### src/rtl/gcd_result_handshake_if.sv
// Result-side bus of the GCD block: datapath result input, four-phase
// req/ack pins toward the external receiver, and drop status.
interface gcd_result_handshake_if #(
  parameter int unsigned WIDTH  = 16,
  parameter int unsigned DROP_W = 8
) ();
  logic              result_valid_i;
  logic [WIDTH-1:0]  result_i;
  logic              result_ready_o;
  logic              req_o;
  logic [WIDTH-1:0]  data_o;
  logic              ack_i;
  logic              overflow_o;
  logic [DROP_W-1:0] drop_cnt_o;

  // Handshake transmitter (the block itself).
  modport master (
    input  result_valid_i,
    input  result_i,
    output result_ready_o,
    output req_o,
    output data_o,
    input  ack_i,
    output overflow_o,
    output drop_cnt_o
  );

  // Environment: GCD datapath plus external receiver.
  modport slave (
    output result_valid_i,
    output result_i,
    input  result_ready_o,
    input  req_o,
    input  data_o,
    output ack_i,
    input  overflow_o,
    input  drop_cnt_o
  );
endinterface

### src/rtl/gcd_result_handshake.sv
// Captures each GCD result and presents it on a held-stable bus under a
// four-phase req/ack handshake; ack is synchronised from a foreign domain.
// Results arriving while not ready are dropped and counted (saturating).
module gcd_result_handshake #(
  parameter int unsigned WIDTH       = 16,
  parameter int unsigned SYNC_STAGES = 2,
  parameter int unsigned DROP_W      = 8
) (
  input  logic                  clk_i,
  input  logic                  nreset_i,
  gcd_result_handshake_if.master bus
);

  typedef enum logic [1:0] {
    IDLE     = 2'd0,
    REQ      = 2'd1,
    WAIT_LOW = 2'd2
  } state_t;

  state_t                 state_q, state_d;
  logic                   req_q, req_d;
  logic [WIDTH-1:0]       data_q, data_d;
  logic                   overflow_q, overflow_d;
  logic [DROP_W-1:0]      drop_cnt_q, drop_cnt_d;
  logic [SYNC_STAGES-1:0] ack_sync_q, ack_sync_d;

  logic ack_sync;
  logic ready;
  logic accept;
  logic drop;

  assign ack_sync = ack_sync_q[SYNC_STAGES-1];
  // A stale ack held in IDLE blocks acceptance, so ready reflects it too.
  assign ready    = (state_q == IDLE) && !ack_sync;
  assign accept   = bus.result_valid_i && ready;
  assign drop     = bus.result_valid_i && !ready;

  // Shift raw ack into the synchroniser chain.
  always_comb begin
    ack_sync_d = {ack_sync_q[SYNC_STAGES-2:0], bus.ack_i};
  end

  // Next-state and registered-output logic for the handshake FSM.
  always_comb begin
    state_d = state_q;
    req_d   = req_q;
    data_d  = data_q;
    unique case (state_q)
      IDLE: begin
        if (accept) begin
          data_d  = bus.result_i;
          req_d   = 1'b1;
          state_d = REQ;
        end
      end
      REQ: begin
        if (ack_sync) begin
          req_d   = 1'b0;
          state_d = WAIT_LOW;
        end
      end
      WAIT_LOW: begin
        if (!ack_sync) begin
          state_d = IDLE;
        end
      end
      default: begin
        req_d   = 1'b0;
        state_d = IDLE;
      end
    endcase
  end

  // Sticky overflow flag and saturating drop counter.
  always_comb begin
    overflow_d = overflow_q;
    drop_cnt_d = drop_cnt_q;
    if (drop) begin
      overflow_d = 1'b1;
      if (drop_cnt_q != '1) begin
        drop_cnt_d = drop_cnt_q + 1'b1;
      end
    end
  end

  // State and output registers; reset aborts any handshake immediately.
  always_ff @(posedge clk_i or negedge nreset_i) begin
    if (!nreset_i) begin
      state_q    <= IDLE;
      req_q      <= 1'b0;
      data_q     <= '0;
      overflow_q <= 1'b0;
      drop_cnt_q <= '0;
      ack_sync_q <= '0;
    end else begin
      state_q    <= state_d;
      req_q      <= req_d;
      data_q     <= data_d;
      overflow_q <= overflow_d;
      drop_cnt_q <= drop_cnt_d;
      ack_sync_q <= ack_sync_d;
    end
  end

  assign bus.result_ready_o = ready;
  assign bus.req_o          = req_q;
  assign bus.data_o         = data_q;
  assign bus.overflow_o     = overflow_q;
  assign bus.drop_cnt_o     = drop_cnt_q;

endmodule

### src/flat_wrapper.sv
// flat-port wrapper written by rule: the top's interface ports become plain ports
module gcd_result_handshake_flat 
#(
  parameter int unsigned WIDTH       = 16,
  parameter int unsigned SYNC_STAGES = 2,
  parameter int unsigned DROP_W      = 8
)
  (clk_i, nreset_i, bus_result_valid_i, bus_result_i, bus_result_ready_o, bus_req_o, bus_data_o, bus_ack_i, bus_overflow_o, bus_drop_cnt_o);
  gcd_result_handshake_if #(.WIDTH(WIDTH), .DROP_W(DROP_W)) bus_i ();
  input  logic clk_i;
  input  logic nreset_i;
  input wire logic [$bits(bus_i.result_valid_i)-1:0] bus_result_valid_i;
  input wire logic [$bits(bus_i.result_i)-1:0] bus_result_i;
  output wire logic [$bits(bus_i.result_ready_o)-1:0] bus_result_ready_o;
  output wire logic [$bits(bus_i.req_o)-1:0] bus_req_o;
  output wire logic [$bits(bus_i.data_o)-1:0] bus_data_o;
  input wire logic [$bits(bus_i.ack_i)-1:0] bus_ack_i;
  output wire logic [$bits(bus_i.overflow_o)-1:0] bus_overflow_o;
  output wire logic [$bits(bus_i.drop_cnt_o)-1:0] bus_drop_cnt_o;
  assign bus_i.result_valid_i = bus_result_valid_i;
  assign bus_i.result_i = bus_result_i;
  assign bus_result_ready_o = bus_i.result_ready_o;
  assign bus_req_o = bus_i.req_o;
  assign bus_data_o = bus_i.data_o;
  assign bus_i.ack_i = bus_ack_i;
  assign bus_overflow_o = bus_i.overflow_o;
  assign bus_drop_cnt_o = bus_i.drop_cnt_o;
  gcd_result_handshake #(.WIDTH(WIDTH), .SYNC_STAGES(SYNC_STAGES), .DROP_W(DROP_W)) u_core (.clk_i(clk_i), .nreset_i(nreset_i), .bus(bus_i));
endmodule
### config.mk
export PLATFORM = sky130hd
export DESIGN_NAME = gcd_result_handshake_flat
export DESIGN_NICKNAME = d
export VERILOG_FILES = /design/src/rtl/gcd_result_handshake_if.sv /design/src/rtl/gcd_result_handshake.sv /design/src/flat_wrapper.sv
export SDC_FILE = /design/constraint.sdc
export NUM_CORES = 1
export LEC_CHECK = 0
export ABC_AREA = 0
export BUFFER_PORTS_ARGS = -buffer_cell sky130_fd_sc_hd__buf_2
export CAP_MARGIN = 5
export CORE_MARGIN = 4
export CORE_UTILIZATION = 48
export CTS_CLUSTER_DIAMETER = 120
export DETAILED_ROUTE_END_ITERATION = 8
export GPL_TIMING_DRIVEN = 0
export PLACE_DENSITY = 0.86
export SYNTH_ARGS = -nofsm -noshare
export SYNTH_HDL_FRONTEND = slang
export SYNTH_SLANG_ARGS = --single-unit
### constraint.sdc
create_clock -name clk_i -period 2.3 [get_ports clk_i]
set_clock_uncertainty 0.1 [all_clocks]
set_input_delay 0.46 -clock clk_i [delete_from_list [all_inputs] [get_ports clk_i]]
set_output_delay 0.46 -clock clk_i [all_outputs]
set_load 0.01 [all_outputs]
Yosys cells after proc, flatten, opt, wreduce, memory -nomap -nowiden
Index checks and enable logic that the tools add are counted.

word-level totals
  register bits = 30
  input bits = 20
  output and inout port bits = 27
  logic and storage cells = 31

operators by class
  add/subtract/negate cells = 1
  eq/ne operators = 6
  muxes and demuxes = 7
  bitwise logic cells = 1
  reductions and logical operators = 10

operators with widths
  kind                 number
  $add 8x1->8 const B  1
  $ne 8x8->1 const B   1
  $mux 2               3
  $pmux 2 s3           1
  $reduce_and 3->1     2
  $ne 2x1->1 const B   2
  $reduce_and 2->1     2
  $logic_and 1x1->1    3
  $pmux 1 s3           1
  $eq 2x1->1 const B   1
  $eq 2x2->1 const B   1
  $logic_not 1->1      2
  $logic_not 2->1      1
  $mux 1               2
  $ne 2x2->1 const B   1
  $not 1->1            1

Logic depth before layout (Yosys ltp)
  word-level depth = 5
  mapped depth = 4
  mapped depth without buffers = 4

Worst setup path after synthesis
Ideal clock, no wire load.

  kind = register to register
  from = register u_core.state_q[1]
  to = register u_core.data_q[10] (netlist: u_core.bus.data_o[10])
  library setup time = 125 ps
  arrival = 1453 ps
  data required time = 2075 ps
  slack = 622 ps
  cell stages (with the launch flop) = 5
  path buffers = 2
  period minus slack after synthesis = 1678 ps
  cells stage by stage = dfrtp_1 > buf_6 > nor4b_4 > buf_8 > mux2_4

between the ends
  word-level cells in the longest chain between the ends = 4

ends and longest elaborated chain
  element                       RTL line                                                source
  start: declaration            gcd_result_handshake.sv:20                              state_t state_q, state_d;
  start signal: assignment      gcd_result_handshake.sv:96                              state_q <= state_d;
  $logic_not 2->1 *             gcd_result_handshake.sv:34, gcd_result_handshake.sv:48
  $logic_and 1x1->1             gcd_result_handshake.sv:34                              assign ready = (state_q == IDLE) && !ack_sync;
  $logic_and 1x1->1             gcd_result_handshake.sv:35                              assign accept = bus.result_valid_i && ready;
  $reduce_and 2->1 (no line) *  n/a
  end signal: assignment        gcd_result_handshake.sv:98                              data_q <= data_d;
  end: declaration              gcd_result_handshake.sv:22                              logic [WIDTH-1:0] data_q, data_d;

Mark *: on every way between the ends. The rest lies on a longest branch, timed or not.
A chain may end at the register's enable or synchronous reset.

Worst setup path in the final report
  from = register u_core.state_q[1]
  to = register u_core.data_q[13] (netlist: u_core.bus.data_o[13])

Same word-level chain as after synthesis.

==> flow_summary.html <==
<table>
<tr><th>Metric</th><th>Value</th></tr>
<tr><th colspan="2">Run status</th></tr>
<tr><td>Run status</td><td>finished, final reports clean</td></tr>
<tr><th colspan="2">CTS</th></tr>
<tr><td>Total setup buffers inserted after CTS</td><td>0</td></tr>
<tr><td>Total number of clock tree sinks</td><td>30</td></tr>
<tr><td>CTS max path bufs</td><td>2</td></tr>
<tr><td>Resized Gates After CTS</td><td>0</td></tr>
<tr><td>Clock tree from TritonCTS</td><td>yes</td></tr>
<tr><td>Hold-fix buffers at CTS</td><td>0</td></tr>
<tr><td>CTS buffer count</td><td>5</td></tr>
<tr><td>H-tree levels</td><td>2</td></tr>
<tr><td>Clock transition time at the flip-flop clock pins of the worst setup and hold paths</td><td>0.10 ns</td></tr>
<tr><td>Cell at the root of the clock tree</td><td>clkbuf_4</td></tr>
<tr><td>Worst skew pair latency</td><td>0.32 ns</td></tr>
<tr><th colspan="2">Floorplanning</th></tr>
<tr><td>Area inside the core boundary</td><td>2520 um2</td></tr>
<tr><td>Effective utilization at floorplan</td><td>51.4%</td></tr>
<tr><td>Floorplan die area</td><td>3600 um2</td></tr>
<tr><td>Boundary Pins</td><td>47</td></tr>
<tr><td>Number of rows in the core area</td><td>18</td></tr>
<tr><td>Die X</td><td>60.0 um</td></tr>
<tr><td>Vertical extent of the die</td><td>60.0 um</td></tr>
<tr><th colspan="2">Route</th></tr>
<tr><td>Number of remaining DRC errors</td><td>0</td></tr>
<tr><td>Total length of routed wires</td><td>2490 um</td></tr>
<tr><td>Via density per instance</td><td>5.19</td></tr>
<tr><td>Vias after detailed routing</td><td>903</td></tr>
<tr><td>Average wire per standard cell</td><td>14.3 um</td></tr>
<tr><td>TritonRoute pass-1 iters</td><td>4</td></tr>
<tr><td>1st-iter DRT viols</td><td>50</td></tr>
<tr><td>Antenna Violating Nets Remaining</td><td>0</td></tr>
<tr><th colspan="2">Setup path</th></tr>
<tr><td>Start of the worst register-to-register path</td><td>u_core.state_q[1]</td></tr>
<tr><td>Req. time, crit path</td><td>2.41 ns</td></tr>
<tr><td>Element type at the critical path end</td><td>flip-flop</td></tr>
<tr><td>Worst setup path start</td><td>u_core.state_q[1]</td></tr>
<tr><td>Data arrival time of the critical path</td><td>1.91 ns</td></tr>
<tr><td>Critical path peak fanout</td><td>10</td></tr>
<tr><td>Startpoint kind of the worst setup timing path</td><td>flip-flop</td></tr>
<tr><td>Kind of critical path</td><td>reg -&gt; reg</td></tr>
<tr><th colspan="2">Synthesis</th></tr>
<tr><td>Synth Flop Type</td><td>dfrtp_1</td></tr>
<tr><td>Area fraction of the dominant cell type after synthesis</td><td>57.9%</td></tr>
<tr><td>Dominant cells by area after synthesis</td><td>dfrtp_1, mux2_4, mux2_2, xnor2_1, nor4b_4</td></tr>
<tr><td>Distinct cells, synth</td><td>28</td></tr>
<tr><td>Synthesized instance count</td><td>90</td></tr>
<tr><td>Post-synth EDFFs</td><td>0</td></tr>
<tr><td>Leading cell types by count after synthesis</td><td>dfrtp_1, mux2_2, mux2_4</td></tr>
<tr><td>Net Count, Synth</td><td>111</td></tr>
<tr><td>Leading area contributor after synthesis</td><td>dfrtp_1</td></tr>
<tr><td>Warnings, synthesis</td><td>0</td></tr>
<tr><td>Cell area after synthesis</td><td>1300 um2</td></tr>
<tr><td>Syn Area/Cell</td><td>14.4 um2</td></tr>
<tr><td>Register bit total from synthesis</td><td>30</td></tr>
<tr><td>Sequential share of the synthesized area</td><td>57.9%</td></tr>
<tr><td>Fraction of synthesis flops using an asynchronous set or reset pin</td><td>100%</td></tr>
<tr><td>Top-count cell post-synth</td><td>dfrtp_1</td></tr>
<tr><th colspan="2">Global route</th></tr>
<tr><td>Global-route wire length before repair</td><td>3950 um</td></tr>
<tr><td>Pin count of the biggest net entering global routing</td><td>31</td></tr>
<tr><td>Initial antenna violation count</td><td>0</td></tr>
<tr><td>Via count of the first global-routing pass</td><td>889</td></tr>
<tr><td>Overall global routing resource usage</td><td>15.7%</td></tr>
<tr><td>Total overflow reported by the global router</td><td>0</td></tr>
<tr><th colspan="2">Timing</th></tr>
<tr><td>Number of failing hold endpoints at the final stage</td><td>0</td></tr>
<tr><td>Final worst-path cycle share</td><td>78.4%</td></tr>
<tr><td>Max-slew violation count</td><td>0</td></tr>
<tr><td>Crit path time final</td><td>1.80 ns</td></tr>
<tr><td>Setup violations, final</td><td>0</td></tr>
<tr><td>Worst-case headroom to the max-slew limit</td><td>56.8%</td></tr>
<tr><td>Fin Setup TNS</td><td>0 ns</td></tr>
<tr><td>RSZ-0062 raised after global routing</td><td>false</td></tr>
<tr><td>Highest achievable clock rate</td><td>554 MHz</td></tr>
<tr><td>Actual transition at the worst max-transition pin</td><td>0.648 ns</td></tr>
<tr><th colspan="2">Placed design</th></tr>
<tr><td>Instance area at placement</td><td>1570 um2</td></tr>
<tr><td>Total half-perimeter wirelength after legalization and detailed placement</td><td>1880 um</td></tr>
<tr><td>Quantity of I/O buffers inserted on ports</td><td>46</td></tr>
<tr><td>RePlAce Congestion</td><td>0.858</td></tr>
<tr><th colspan="2">Cells and area</th></tr>
<tr><td>Area delta synth-&gt;final</td><td>26.7%</td></tr>
<tr><td>Area occupied by registers</td><td>751 um2</td></tr>
<tr><td>Antenna diodes</td><td>0</td></tr>
<tr><td>Nets@finish</td><td>164</td></tr>
<tr><td>Final std cell area, no fill</td><td>1640 um2</td></tr>
<tr><td># fillers</td><td>205</td></tr>
<tr><td>Share of post-route cells with drive strength above 1</td><td>54.2%</td></tr>
<tr><td>Area taken by multi-input logic gates</td><td>493 um2</td></tr>
<tr><th colspan="2">Hold path</th></tr>
<tr><td>Class of the most critical hold timing path</td><td>in -&gt; async</td></tr>
<tr><th colspan="2">Power</th></tr>
<tr><td>Cell area power density</td><td>1060 nW/um2</td></tr>
<tr><td>Largest vdd supply drop</td><td>804 uV</td></tr>
<tr><td>Standby leakage power</td><td>0.000806 uW</td></tr>
<tr><th colspan="2">Flow run</th></tr>
<tr><td>Maxcap violations</td><td>0</td></tr>
</table>
-- layout by cell type (no fill, tap or decap), types with 3 or more instances in the layout --
cell and count:
inv_1 3, nand2_1 3, mux2_2 10, dfrtp_1 30, nor3_1 3, mux2_4 10
xnor2_1 3, clkbuf_4 5, buf_2 46
-- worst paths after layout --
check / endpoint / slack, ns / depth (start not counted)
worst max-delay path: u_core.bus.data_o[13] / 0.50 / 4
max in group asynchronous: u_core.bus.drop_cnt_o[2] / 1.63 / 1
worst max register to register: u_core.bus.data_o[13] / 0.50 / 4
min in group clk_i: u_core.ack_sync_q[0] / 0.14 / 1
worst min register to register: u_core.ack_sync_q[1] / 0.26 / 0
worst min-delay path: u_core.bus.data_o[14] / 0.05 / 1
-- flip-flops by register name, indices dropped and copies added, names as in the netlist --
| name | flops |
|---|---|
| u_core.bus.data_o | 16 |
| u_core.bus.overflow_o | 1 |
| u_core.ack_sync_q | 2 |
| u_core.state_q | 2 |
| u_core.bus.req_o | 1 |
| u_core.bus.drop_cnt_o | 8 |
-- kinds of logic after synthesis --
kind of cell | count (synthesis) | synth area share [%]
AND/OR/NAND/NOR | 18 | 8.78
multiplexers | 20 | 20.3
XOR/XNOR | 4 | 2.70
AO/OA/AOI/OAI | 10 | 5.30
buffers and inverters | 7 | 4.15
adder cells (fa/ha/maj) | 1 | 0.964
flip-flops | 30 | 57.9
-- where the power goes --
group	switching [uW]	internal (uW)
sequential	120	672
clock	182	229
combinational	246	291
-- final cells by class --
type	count	share of cell area (%)
well taps	30	2.28
inverters	3	0.685
clock buffers	6	2.51
flip-flops and latches	30	45.7
clock inverters	2	2.28
repair buffers	46	14.0
multi-input cells	53	30.0
plain buffers	4	2.59
-- through the flow --
step / util [%] / hold WS, ns / setup WS [ns] / power [uW] / std cells
after floorplan: - / 0.0644 / 0.622 / 1120 / 90
after global placement: 62.1 / 0.235 / 0.492 / 1310 / 166
after detailed placement: 62.1 / 0.237 / 0.464 / 1350 / 166
after CTS: 65.2 / 0.0592 / 0.472 / 1770 / 174
after global routing: 65.2 / 0.0934 / 0.413 / 1850 / 174
final: 65.2 / 0.0494 / 0.497 / 1740 / 174
-- critical path, cell delays in order (launching register included) --
cell,delay [ns]
dfrtp_1,0.39
buf_6,0.14
nor4b_4,0.53
buf_8,0.23
mux2_4,0.30
-- per-layer routing --
metal  global-route usage [%]  up-vias  share of wire, %
met1                     18.1      437                41
li1                         -      425                 -
met2                     25.3       37                51
met5                        0        -                 0
met3                     4.10        4               6.9
met4                     10.4        0               1.7
(Power assumes the default switching activity.)
